--- src/rtl/enc_pkg.sv ---
// -----------------------------------------------------------------------------
// enc_pkg -- shared instruction-format definitions for the encoder and decoder.
//   op_e          : major opcode encoding (bits [27:26])
//   *_LSB / *_BIT : field bit positions inside the 32-bit instruction word
//   encode_word() : packs a field bundle into a 32-bit word
//   is_illegal()  : flags bundles the field checker rejects
// -----------------------------------------------------------------------------
package enc_pkg;

    typedef enum logic [1:0] {
        OP_DATA = 2'b00,
        OP_MEM  = 2'b01,
        OP_BR   = 2'b10,
        OP_RSVD = 2'b11
    } op_e;

    localparam int COND_MSB  = 31;
    localparam int COND_LSB  = 28;
    localparam int OP_MSB    = 27;
    localparam int OP_LSB    = 26;
    localparam int IMM_BIT   = 25;
    localparam int BITS_MSB  = 24;
    localparam int BITS_LSB  = 21;
    localparam int LINK_BIT  = 24;
    localparam int S_BIT     = 20;
    localparam int BASE_MSB  = 19;
    localparam int BASE_LSB  = 16;
    localparam int REG_MSB   = 15;
    localparam int REG_LSB   = 12;
    localparam int IMM12_MSB = 11;
    localparam int IMM24_MSB = 23;

    function automatic logic [31:0] encode_word(
        input logic [3:0]  cond,
        input op_e         op,
        input logic        imm_sel,
        input logic [3:0]  bits,
        input logic        set_flags,
        input logic        link,
        input logic [3:0]  base,
        input logic [3:0]  rg,
        input logic [11:0] imm12,
        input logic [23:0] imm24
    );
        logic [31:0] w;
        w = '0;
        w[COND_MSB:COND_LSB] = cond;
        w[OP_MSB:OP_LSB]     = op;
        case (op)
            OP_DATA: begin
                w[IMM_BIT]            = imm_sel;
                w[BITS_MSB:BITS_LSB]  = bits;
                w[S_BIT]              = set_flags;
                w[BASE_MSB:BASE_LSB]  = base;
                w[REG_MSB:REG_LSB]    = rg;
                w[IMM12_MSB:0]        = imm12;
            end
            OP_MEM: begin
                // [23:20] stay zero for memory ops
                w[IMM_BIT]            = imm_sel;
                w[LINK_BIT]           = link;
                w[BASE_MSB:BASE_LSB]  = base;
                w[REG_MSB:REG_LSB]    = rg;
                w[IMM12_MSB:0]        = imm12;
            end
            OP_BR: begin
                // imm_sel has no meaning for branches; [25] is always zero
                w[LINK_BIT]           = link;
                w[IMM24_MSB:0]        = imm24;
            end
            default: ;
        endcase
        return w;
    endfunction

    function automatic logic is_illegal(input op_e op, input logic imm_sel);
        return (op == OP_RSVD) || ((op == OP_BR) && imm_sel);
    endfunction

endpackage

--- src/rtl/enc_fifo.sv ---
// -----------------------------------------------------------------------------
// enc_fifo -- synchronous FIFO with full/empty flags.
//   Parameters: WIDTH (data bits), DEPTH (entries, power of two)
//   clk, rst      : clock, async active-high reset (empties the FIFO)
//   push_i/wdata_i: write request and data; ignored when full unless popping
//   pop_i         : read request; ignored when empty
//   rdata_o       : head entry (valid while !empty_o)
//   full_o/empty_o: occupancy flags
// A push into a full FIFO succeeds when a pop happens in the same cycle.
// -----------------------------------------------------------------------------
module enc_fifo #(
    parameter int WIDTH = 32,
    parameter int DEPTH = 4
) (
    input  logic             clk,
    input  logic             rst,
    input  logic             push_i,
    input  logic [WIDTH-1:0] wdata_i,
    input  logic             pop_i,
    output logic [WIDTH-1:0] rdata_o,
    output logic             full_o,
    output logic             empty_o
);

    localparam int AW = (DEPTH > 1) ? $clog2(DEPTH) : 1;
    localparam logic [AW:0] DEPTH_C = (AW+1)'(DEPTH);

    logic [WIDTH-1:0] mem_q [DEPTH];
    logic [AW-1:0]    wr_ptr_q, wr_ptr_d;
    logic [AW-1:0]    rd_ptr_q, rd_ptr_d;
    logic [AW:0]      cnt_q, cnt_d;
    logic             wr_en, rd_en;

    assign full_o  = (cnt_q == DEPTH_C);
    assign empty_o = (cnt_q == '0);
    assign rd_en   = pop_i && !empty_o;
    assign wr_en   = push_i && (!full_o || rd_en);
    assign rdata_o = mem_q[rd_ptr_q];

    always_comb begin
        wr_ptr_d = wr_ptr_q;
        rd_ptr_d = rd_ptr_q;
        cnt_d    = cnt_q;
        if (wr_en) wr_ptr_d = wr_ptr_q + 1'b1;
        if (rd_en) rd_ptr_d = rd_ptr_q + 1'b1;
        case ({wr_en, rd_en})
            2'b10:   cnt_d = cnt_q + 1'b1;
            2'b01:   cnt_d = cnt_q - 1'b1;
            default: cnt_d = cnt_q;
        endcase
    end

    always_ff @(posedge clk or posedge rst) begin
        if (rst) begin
            wr_ptr_q <= '0;
            rd_ptr_q <= '0;
            cnt_q    <= '0;
        end else begin
            wr_ptr_q <= wr_ptr_d;
            rd_ptr_q <= rd_ptr_d;
            cnt_q    <= cnt_d;
        end
    end

    // Storage needs no reset: entries are only read after being written.
    always_ff @(posedge clk) begin
        if (wr_en) mem_q[wr_ptr_q] <= wdata_i;
    end

endmodule

--- src/rtl/instr_encoder.sv ---
// -----------------------------------------------------------------------------
// instr_encoder -- packs instruction field bundles into 32-bit words and
// streams them, with write addresses, to a program-memory writer.
//   Parameters: FIFO_DEPTH (output buffer words), ADDR_W (address width)
//   clk, rst              : clock, async active-high reset
//   in_valid/in_ready     : field-bundle handshake
//   in_cond..in_imm24     : instruction fields
//   start_load/start_addr : reload the write address
//   out_valid/out_ready   : encoded-word handshake
//   out_word/out_addr     : encoded word and its write address
//   err                   : one-cycle illegal-bundle pulse
// Build option: define ENC_FIELD_CHECK_EN to reject reserved ops and branches
// with imm_sel=1 (they are consumed, flagged on err, and never emitted).
// Datapath: bundle -> one-stage register -> enc_fifo -> output.
// -----------------------------------------------------------------------------
module instr_encoder
    import enc_pkg::*;
#(
    parameter int FIFO_DEPTH = 4,
    parameter int ADDR_W     = 8
) (
    input  logic              clk,
    input  logic              rst,
    input  logic              in_valid,
    output logic              in_ready,
    input  logic [3:0]        in_cond,
    input  logic [1:0]        in_op,
    input  logic              in_imm_sel,
    input  logic [3:0]        in_bits,
    input  logic              in_set_flags,
    input  logic              in_link,
    input  logic [3:0]        in_base,
    input  logic [3:0]        in_reg,
    input  logic [11:0]       in_imm12,
    input  logic [23:0]       in_imm24,
    input  logic              start_load,
    input  logic [ADDR_W-1:0] start_addr,
    output logic              out_valid,
    input  logic              out_ready,
    output logic [31:0]       out_word,
    output logic [ADDR_W-1:0] out_addr
`ifdef ENC_FIELD_CHECK_EN
    ,
    output logic              err
`endif
);

    logic              stage_valid_q, stage_valid_d;
    logic [31:0]       stage_word_q, stage_word_d;
    logic [ADDR_W-1:0] addr_q, addr_d;
    logic [31:0]       enc_word;
    logic [31:0]       fifo_head;
    logic              fifo_full, fifo_empty;
    logic              push, pop, in_fire, load, bad;

    assign enc_word = encode_word(in_cond, op_e'(in_op), in_imm_sel, in_bits,
                                  in_set_flags, in_link, in_base, in_reg,
                                  in_imm12, in_imm24);

`ifdef ENC_FIELD_CHECK_EN
    logic err_q, err_d;
    assign bad   = is_illegal(op_e'(in_op), in_imm_sel);
    assign err_d = in_fire && bad;
    assign err   = err_q;

    always_ff @(posedge clk or posedge rst) begin
        if (rst) err_q <= 1'b0;
        else     err_q <= err_d;
    end
`else
    assign bad = 1'b0;
`endif

    assign out_valid = !fifo_empty;
    assign pop       = out_valid && out_ready;
    // The stage drains whenever the FIFO has room, including the full+pop case.
    assign push      = stage_valid_q && (!fifo_full || pop);
    assign in_ready  = !rst && (!stage_valid_q || push);
    assign in_fire   = in_valid && in_ready;
    assign load      = in_fire && !bad;

    assign out_word  = out_valid ? fifo_head : '0;
    assign out_addr  = addr_q;

    always_comb begin
        stage_valid_d = stage_valid_q;
        stage_word_d  = stage_word_q;
        if (push) stage_valid_d = 1'b0;
        if (load) begin
            stage_valid_d = 1'b1;
            stage_word_d  = enc_word;
        end
    end

    always_comb begin
        addr_d = addr_q;
        if (start_load) addr_d = start_addr;
        else if (pop)   addr_d = addr_q + 1'b1;
    end

    always_ff @(posedge clk or posedge rst) begin
        if (rst) begin
            stage_valid_q <= 1'b0;
            stage_word_q  <= '0;
            addr_q        <= '0;
        end else begin
            stage_valid_q <= stage_valid_d;
            stage_word_q  <= stage_word_d;
            addr_q        <= addr_d;
        end
    end

    enc_fifo #(
        .WIDTH (32),
        .DEPTH (FIFO_DEPTH)
    ) u_fifo (
        .clk     (clk),
        .rst     (rst),
        .push_i  (push),
        .wdata_i (stage_word_q),
        .pop_i   (pop),
        .rdata_o (fifo_head),
        .full_o  (fifo_full),
        .empty_o (fifo_empty)
    );

endmodule

--- config.mk ---
export PLATFORM = sky130hd
export DESIGN_NAME = instr_encoder
export DESIGN_NICKNAME = d
export VERILOG_FILES = /design/src/rtl/enc_pkg.sv /design/src/rtl/enc_fifo.sv /design/src/rtl/instr_encoder.sv
export SDC_FILE = /design/constraint.sdc
export NUM_CORES = 1
export LEC_CHECK = 0
export ABC_AREA = 1
export CORE_UTILIZATION = 40
export DETAILED_ROUTE_END_ITERATION = 10
export PLACE_DENSITY_LB_ADDON = 0.2
export SYNTH_ARGS = -nofsm -noshare
export SYNTH_HDL_FRONTEND = slang
export SYNTH_SLANG_ARGS = --single-unit
export TNS_END_PERCENT = 1
--- constraint.sdc ---
create_clock -name clk -period 3.15 [get_ports clk]
set_input_delay 0.63 -clock clk [delete_from_list [all_inputs] [get_ports clk]]
set_output_delay 0.63 -clock clk [all_outputs]
set_load 0.03 [all_outputs]
==> results of run 1 <==
[cell families (layout without fill, tap and decap cells)]
family	Yosys count	count (layout)	synth area share, %
and+or+nand+nor	336	336	17.16
DFF	176	176	66.51
AOI/OAI and AO/OA	134	134	8.875
buffers and inverters	75	200	4.850
adders and majority gates	11	11	1.914
xor gates and xnor gates	6	6	0.6930
[power groups by stage]
stage,Clock [mW],Sequential [mW],Combinational [mW]
finish,2.33,3.13,3.54
global route,2.46,3.17,3.86
CTS,2.37,3.13,3.59
detailed placement,0,3.18,3.58
global placement,0,3.15,3.52
floorplan,0,3.13,2.19
[metrics by stage]
stage          utilization [%]  worst slack, ns
2_1_floorplan                -           0.4679
3_3_place_gp             48.97           0.4206
3_5_place_dp             48.97           0.4347
4_1_cts                  52.62           0.2085
5_1_grt                  52.62           0.1093
6_report                 52.62           0.2514
[final cells by class]
cell class                      count  area (um^2)  share of cell area (%)
Clock inverter                     14        236.5                   2.460
Clock buffer                       18        429.2                   4.464
Timing Repair Buffer              133         1281                   13.33
Sequential cell                   176         5046                   52.49
Inverter                           35        131.4                   1.367
Tap cell                          229        286.5                   2.981
Multi-Input combinational cell    487         2202                   22.91
[worst paths after layout]
path,slack [ns],to,cells past startpoint,startpoint
setup / recovery,0.25,out_word[18],6,u_fifo.cnt_q[0]$_DFFE_PP0P_
hold / removal,0.52,u_fifo.mem_q[3][6]$_DFFE_PP_,0,stage_word_q[6]$_DFFE_PP0P_
setup reg to reg,0.89,u_fifo.cnt_q[2]$_DFFE_PP0P_,10,u_fifo.cnt_q[0]$_DFFE_PP0P_
hold reg to reg,0.52,u_fifo.mem_q[3][6]$_DFFE_PP_,0,stage_word_q[6]$_DFFE_PP0P_
max in group asynchronous,1.90,u_fifo.rd_ptr_q[0]$_DFFE_PP0P_,3,rst
min in group asynchronous,0.76,out_addr[2]$_DFFE_PP0P_,3,rst
[state kept, by name (all words and copies together) (netlist names)]
signal           cells
out_addr             8
stage_valid_q        1
u_fifo.rd_ptr_q      2
u_fifo.wr_ptr_q      2
stage_word_q        32
u_fifo.mem_q       128
u_fifo.cnt_q         3
[metal layers]
layer,GRT usage (%),vias up
li1,-,2680
met1,24.11,2533
met2,30.34,159
met3,3.751,16
met4,6.131,0
met5,0,-
[cell usage in the layout (no fill, tap or decap), types with 3 or more instances in the layout]
cell / netlist / routed
dfrtp_1: 48 / 47
xor2_1: 3 / 3
edfxtp_1: 128 / 128
inv_1: 34 / 33
clkdlybuf4s50_1: 0 / 78
nor2_4: 0 / 4
bufinv_16: 0 / 6
o21ai_0: 69 / 69
xnor2_1: 3 / 3
nor2_1: 142 / 138
a21oi_1: 34 / 34
buf_12: 0 / 7
clkbuf_16: 0 / 17
ha_1: 10 / 10
nand2_1: 172 / 172
clkinvlp_4: 0 / 4
nand3_1: 18 / 18
o21ai_1: 30 / 30
buf_4: 11 / 48
==> impl_metrics.yaml, run 1 <==
status:
  status: "finished, final reports clean"
route:
  first_pass_iters: 5
  routed_wl_um: 17140
  routedWlPerCell_um: 15.69
  highest_layer: "met4"
  wl_met3_um: 869
  drt_iter0_drc: 396
  drtAntennaViolNets: 0
  m1WireLength_um: 7799
  num_vias: 5388
  drcViolationCount: 0
  vias_per_cell: 4.934
  wl_met2_um: 8277
setup_path:
  cp_common_cell: "buf_4"
  startpoint_type: "flop"
  path_buf_inv: 3
  worst_ep_arrival_time_ns: 2.27
  critPathTopFamily: "buffers and inverters"
  cpMaxStageDelayCell: "inv_1"
  path_max_fanout: 16
  critPathRequiredTime_ns: 2.52
  crit_path_end_kind: "output port"
  cp_slowest_stage_delay_ns: 0.53
  crit_type: "flop to output port"
  crit_chain: "nor2_2, nand2_1, inv_1, buf_4, a21oi_1, buf_4"
global_routing:
  grt_pass1_wl_um: 27030
  track_usage_pct: 18.34
  gr-total-overflow: 0
  antenna_found_initial: 0
  grt_pass1_vias: 5191
  grt_max_degree: 66
timing:
  fin_crit_ns: 2.899
  hold_viol: 0
  tns_ns: 0
  finClkSkew_ns: 0.01443
  worst_pin_slew_ns: 0.8042
  grt_setup_unrepaired: "no"
  max_freq_mhz: 345.0
  min_period_over_period_pct: 92.02
  maxSlewHeadroom_pct: 46.33
  setup_viol: 0
  hold_ws_ns: 0.5167
  drv_slew: 0
pwr:
  switchingPower_mw: 3.323
  intPower_mw: 5.681
  irDropWorstVdd_mv: 0.4687
  power.leakage_nw: 3.857
  seq_power_share_pct: 34.8
  combPwrFrac_pct: 39.3
  power_frac_clock_pct: 25.9
  finalPower_mw: 9.004
  power_density_mw_per_mm2: 936.6
  switching_share_pct: 36.91
placed_design:
  dp_hpwl_um: 10620
  placed_cells_incl_taps: 1060
  placed_area_mm2: 0.008947
  portBuffers: 111
  gp_congestion: 0.8472
finish:
  final_net_count: 931
  stdcell_count: 1092
  syn2layout_area_growth_pct: 26.74
  diodes: 0
  final_cell_area_mm2: 0.009613
  fillerInstances: 1599
  drive_gt1_share_pct: 11.12
clock_network:
  cts_buffers: 17
  clock-sinks: 176
  clkTransAtPathRegs_ns: 0.07
  clk_latency_ns: 0.43
  htree_levels: 4
  cts_setup_buffers: 0
  cts_tree: "done"
  cts_resized: 0
  hold_buffers: 0
  root_buffer: "clkbuf_16"
  clockBufferDepth: 2
die:
  dieArea_mm2: 0.01952
  start_util_pct: 41.51
  die_w_um: 139.7
  die_height_um: 139.7
  ioPinCount: 112
  rows: 49
  coreArea_mm2: 0.01827
synthesis:
  ys_warn_count: 0
  syn_avg_cell_area_um2: 10.28
  synth_cells: 738
  synth_nets: 819
  synth.distinct_cells: 23
  synth_edf_count: 128
  synthTopCellsByCount: "nand2_1, nor2_1, edfxtp_1"
  synth_top_area_cell: "edfxtp_1"
  synth-main-ff-cell: "edfxtp_1"
  async_flop_share_pct: 27.27
  ys_top_cells_by_area: "edfxtp_1, dfrtp_1, nand2_1"
  yosys_register_bits: 176
  syn_area_mm2: 0.007585
  synth.most_common_cell: "nand2_1"
  synth_top_cell_area_share_pct: 50.68
  ys_seq_area_share_pct: 66.51
worst_hold_path:
  hp-class: "flop to flop"
flow_run:
  drv_cap: 0
Power figures use the tool's default switching activity.
==> inputs of run 2 (changes only) <==
--- a/config.mk
+++ b/config.mk
@@ -6,7 +6,8 @@
 export NUM_CORES = 1
 export LEC_CHECK = 0
 export ABC_AREA = 1
-export CORE_UTILIZATION = 40
+export ABC_CLOCK_PERIOD_IN_PS = 3150
+export CORE_UTILIZATION = 54
 export DETAILED_ROUTE_END_ITERATION = 10
 export PLACE_DENSITY_LB_ADDON = 0.2
 export SYNTH_ARGS = -nofsm -noshare
==> run 2 against run 1 <==
  * Register-to-register slack improved by 0.13 ns
  * Hold slack got worse by 0.0062 ns
  * Critical path depth did not move
  * Largest cell class unchanged
  * Combinational power fell by 1%
  * Core utilization rose by 17 points
  * Via count grew 1.1%
  * Largest power group unchanged
  * Count of clock-buffer cells in the layout stayed put
  * First-iteration DRC count is 2.5% higher
==> impl_metrics.yaml, run 2 (synthesis results as in run 1) <==
worst_hold_path:
  holdPathStages: 1
  holdCritStartpoint: "u_fifo.cnt_q[0]$_DFFE_PP0P_"
  hp-class: "flop to flop"
  whs_endpoint: "u_fifo.cnt_q[0]$_DFFE_PP0P_"
timing:
  grt_setup_unrepaired: "no"
  drv_slew: 0
  finClkSkew_ns: 0.009476
  setup_slack_ns: 0.4718
  setup_viol: 0
  worst_pin_slew_ns: 0.7737
  max_freq_mhz: 373.4
  min_period_over_period_pct: 85.02
  maxSlewHeadroom_pct: 48.36
  tns_ns: 0
  fin_crit_ns: 2.678
  hold_viol: 0
die:
  dieArea_mm2: 0.01452
  die_w_um: 120.5
  rows: 42
  ioPinCount: 112
  die_height_um: 120.5
  coreArea_mm2: 0.01345
  start_util_pct: 56.38
clock_network:
  clockBufferDepth: 2
  clk_latency_ns: 0.43
  cts_tree: "done"
  clkTransAtPathRegs_ns: 0.07
  cts_setup_buffers: 0
  cts_buffers: 17
  cts_resized: 0
  clock-sinks: 176
  htree_levels: 4
  hold_buffers: 0
  root_buffer: "clkbuf_16"
setup_path:
  startpoint_type: "input port"
  path_max_fanout: 3
  critPathRequiredTime_ns: 2.52
  worst_ep_arrival_time_ns: 2.05
  crit_path_end_kind: "output port"
  reg2reg_to: "u_fifo.cnt_q[2]$_DFFE_PP0P_"
  ff2ff_setup_slack_ns: 1.02
  r2r_cells: 10
  crit_type: "input port to output port"
  r2r-start: "u_fifo.cnt_q[0]$_DFFE_PP0P_"
pwr:
  finalPower_mw: 8.502
  power_density_mw_per_mm2: 903.4
  power.leakage_nw: 3.793
  irDropWorstVdd_mv: 0.5490
placed_design:
  portBuffers: 111
  dp_hpwl_um: 10030
  dpl_worst_slack_ns: 0.4707
  gp_congestion: 0.8310
global_routing:
  grt_max_degree: 49
  antenna_found_initial: 0
  gr-total-overflow: 0
  grt_pass1_vias: 5245
  grt_pass1_wl_um: 25640
  track_usage_pct: 23.64
finish:
  mostFrequentLayoutCells: "nand2_1, nor2_1, edfxtp_1"
  drive_gt1_share_pct: 11.02
  diodes: 0
  final_net_count: 930
  syn2layout_area_growth_pct: 24.08
  regArea_mm2: 0.005046
  fillerInstances: 991
  top_register: "u_fifo.mem_q"
  largest_register_ffs: 128
  multi_input_area_mm2: 0.002202
  mostFrequentLayoutCell: "nand2_1"
route:
  num_vias: 5448
  first_pass_iters: 5
  routed_wl_um: 16290
  drcViolationCount: 0
  drt_iter0_drc: 406
  vias_per_cell: 5.249
  routedWlPerCell_um: 15.70
  drtAntennaViolNets: 0
status:
  status: "finished, final reports clean"
flow_run:
  drv_cap: 0
==> run 2: metrics by stage <==
stage / utilization (%) / std cells / instance area, um^2 / hold WS, ns
3_5_place_dp: 65.89 / 1006 / 8864 / 0.4955
2_1_floorplan: - / 738 / 7585 / 0.4763
6_report: 69.96 / 1038 / 9412 / 0.5106
3_3_place_gp: 65.89 / 1006 / 8864 / 0.4842
5_1_grt: 69.96 / 1038 / 9412 / 0.5286
4_1_cts: 69.96 / 1038 / 9412 / 0.5102
==> run 2: where the power goes <==
group,total (mW),switching (mW),internal [mW]
Combinational,3.49,2.25,1.24
Clock,1.92,0.880,1.04
Sequential,3.09,0.196,2.90
Total,8.50,3.32,5.18
==> run 2: final cells by class <==
type	count	share of cell area (%)
timing repair buffer	132	13.43
inverter	35	1.396
clock inverter	14	1.157
tap	176	2.340
sequential	176	53.62
clock buffer	18	4.666
multi-input combinational	487	23.40
==> run 2: worst max path at each step <==
stage,startpoint,endpoint,slack [ns],depth (start not counted)
final,out_ready,in_ready,0.47,6
after global routing,u_fifo.rd_ptr_q[1]$_DFFE_PP0P_,out_word[0],0.34,6
after CTS,out_ready,in_ready,0.46,6
after detailed placement,out_ready,in_ready,0.47,6
after global placement,out_ready,in_ready,0.51,6
after floorplan,out_ready,u_fifo.mem_q[0][0]$_DFFE_PP_,0.47,4
==> run 2: worst max-delay path, stage by stage <==
cell	delay, ns
clkdlybuf4s50_1	0.48
nor2_1	0.07
nand3_2	0.08
nand2_1	0.05
inv_1	0.06
clkdlybuf4s50_1	0.67
==> run 2: metal layers <==
| metal | global-route usage (%) | share of wire, % |
|---|---|---|
| met5 | 0 | 0 |
| met2 | 41.70 | 52 |
| met3 | 4.292 | 5.4 |
| met1 | 29.07 | 41 |
| met4 | 8.642 | 1.3 |
==> inputs of run 3 (changes only) <==
--- a/config.mk
+++ b/config.mk
@@ -7,6 +7,7 @@
 export LEC_CHECK = 0
 export ABC_AREA = 1
 export ABC_CLOCK_PERIOD_IN_PS = 3150
+export CAP_MARGIN = 20
 export CORE_UTILIZATION = 54
 export DETAILED_ROUTE_END_ITERATION = 10
 export PLACE_DENSITY_LB_ADDON = 0.2
==> results of run 3 <==
The final DEF is identical to that of run 2; final timing and power are the same.
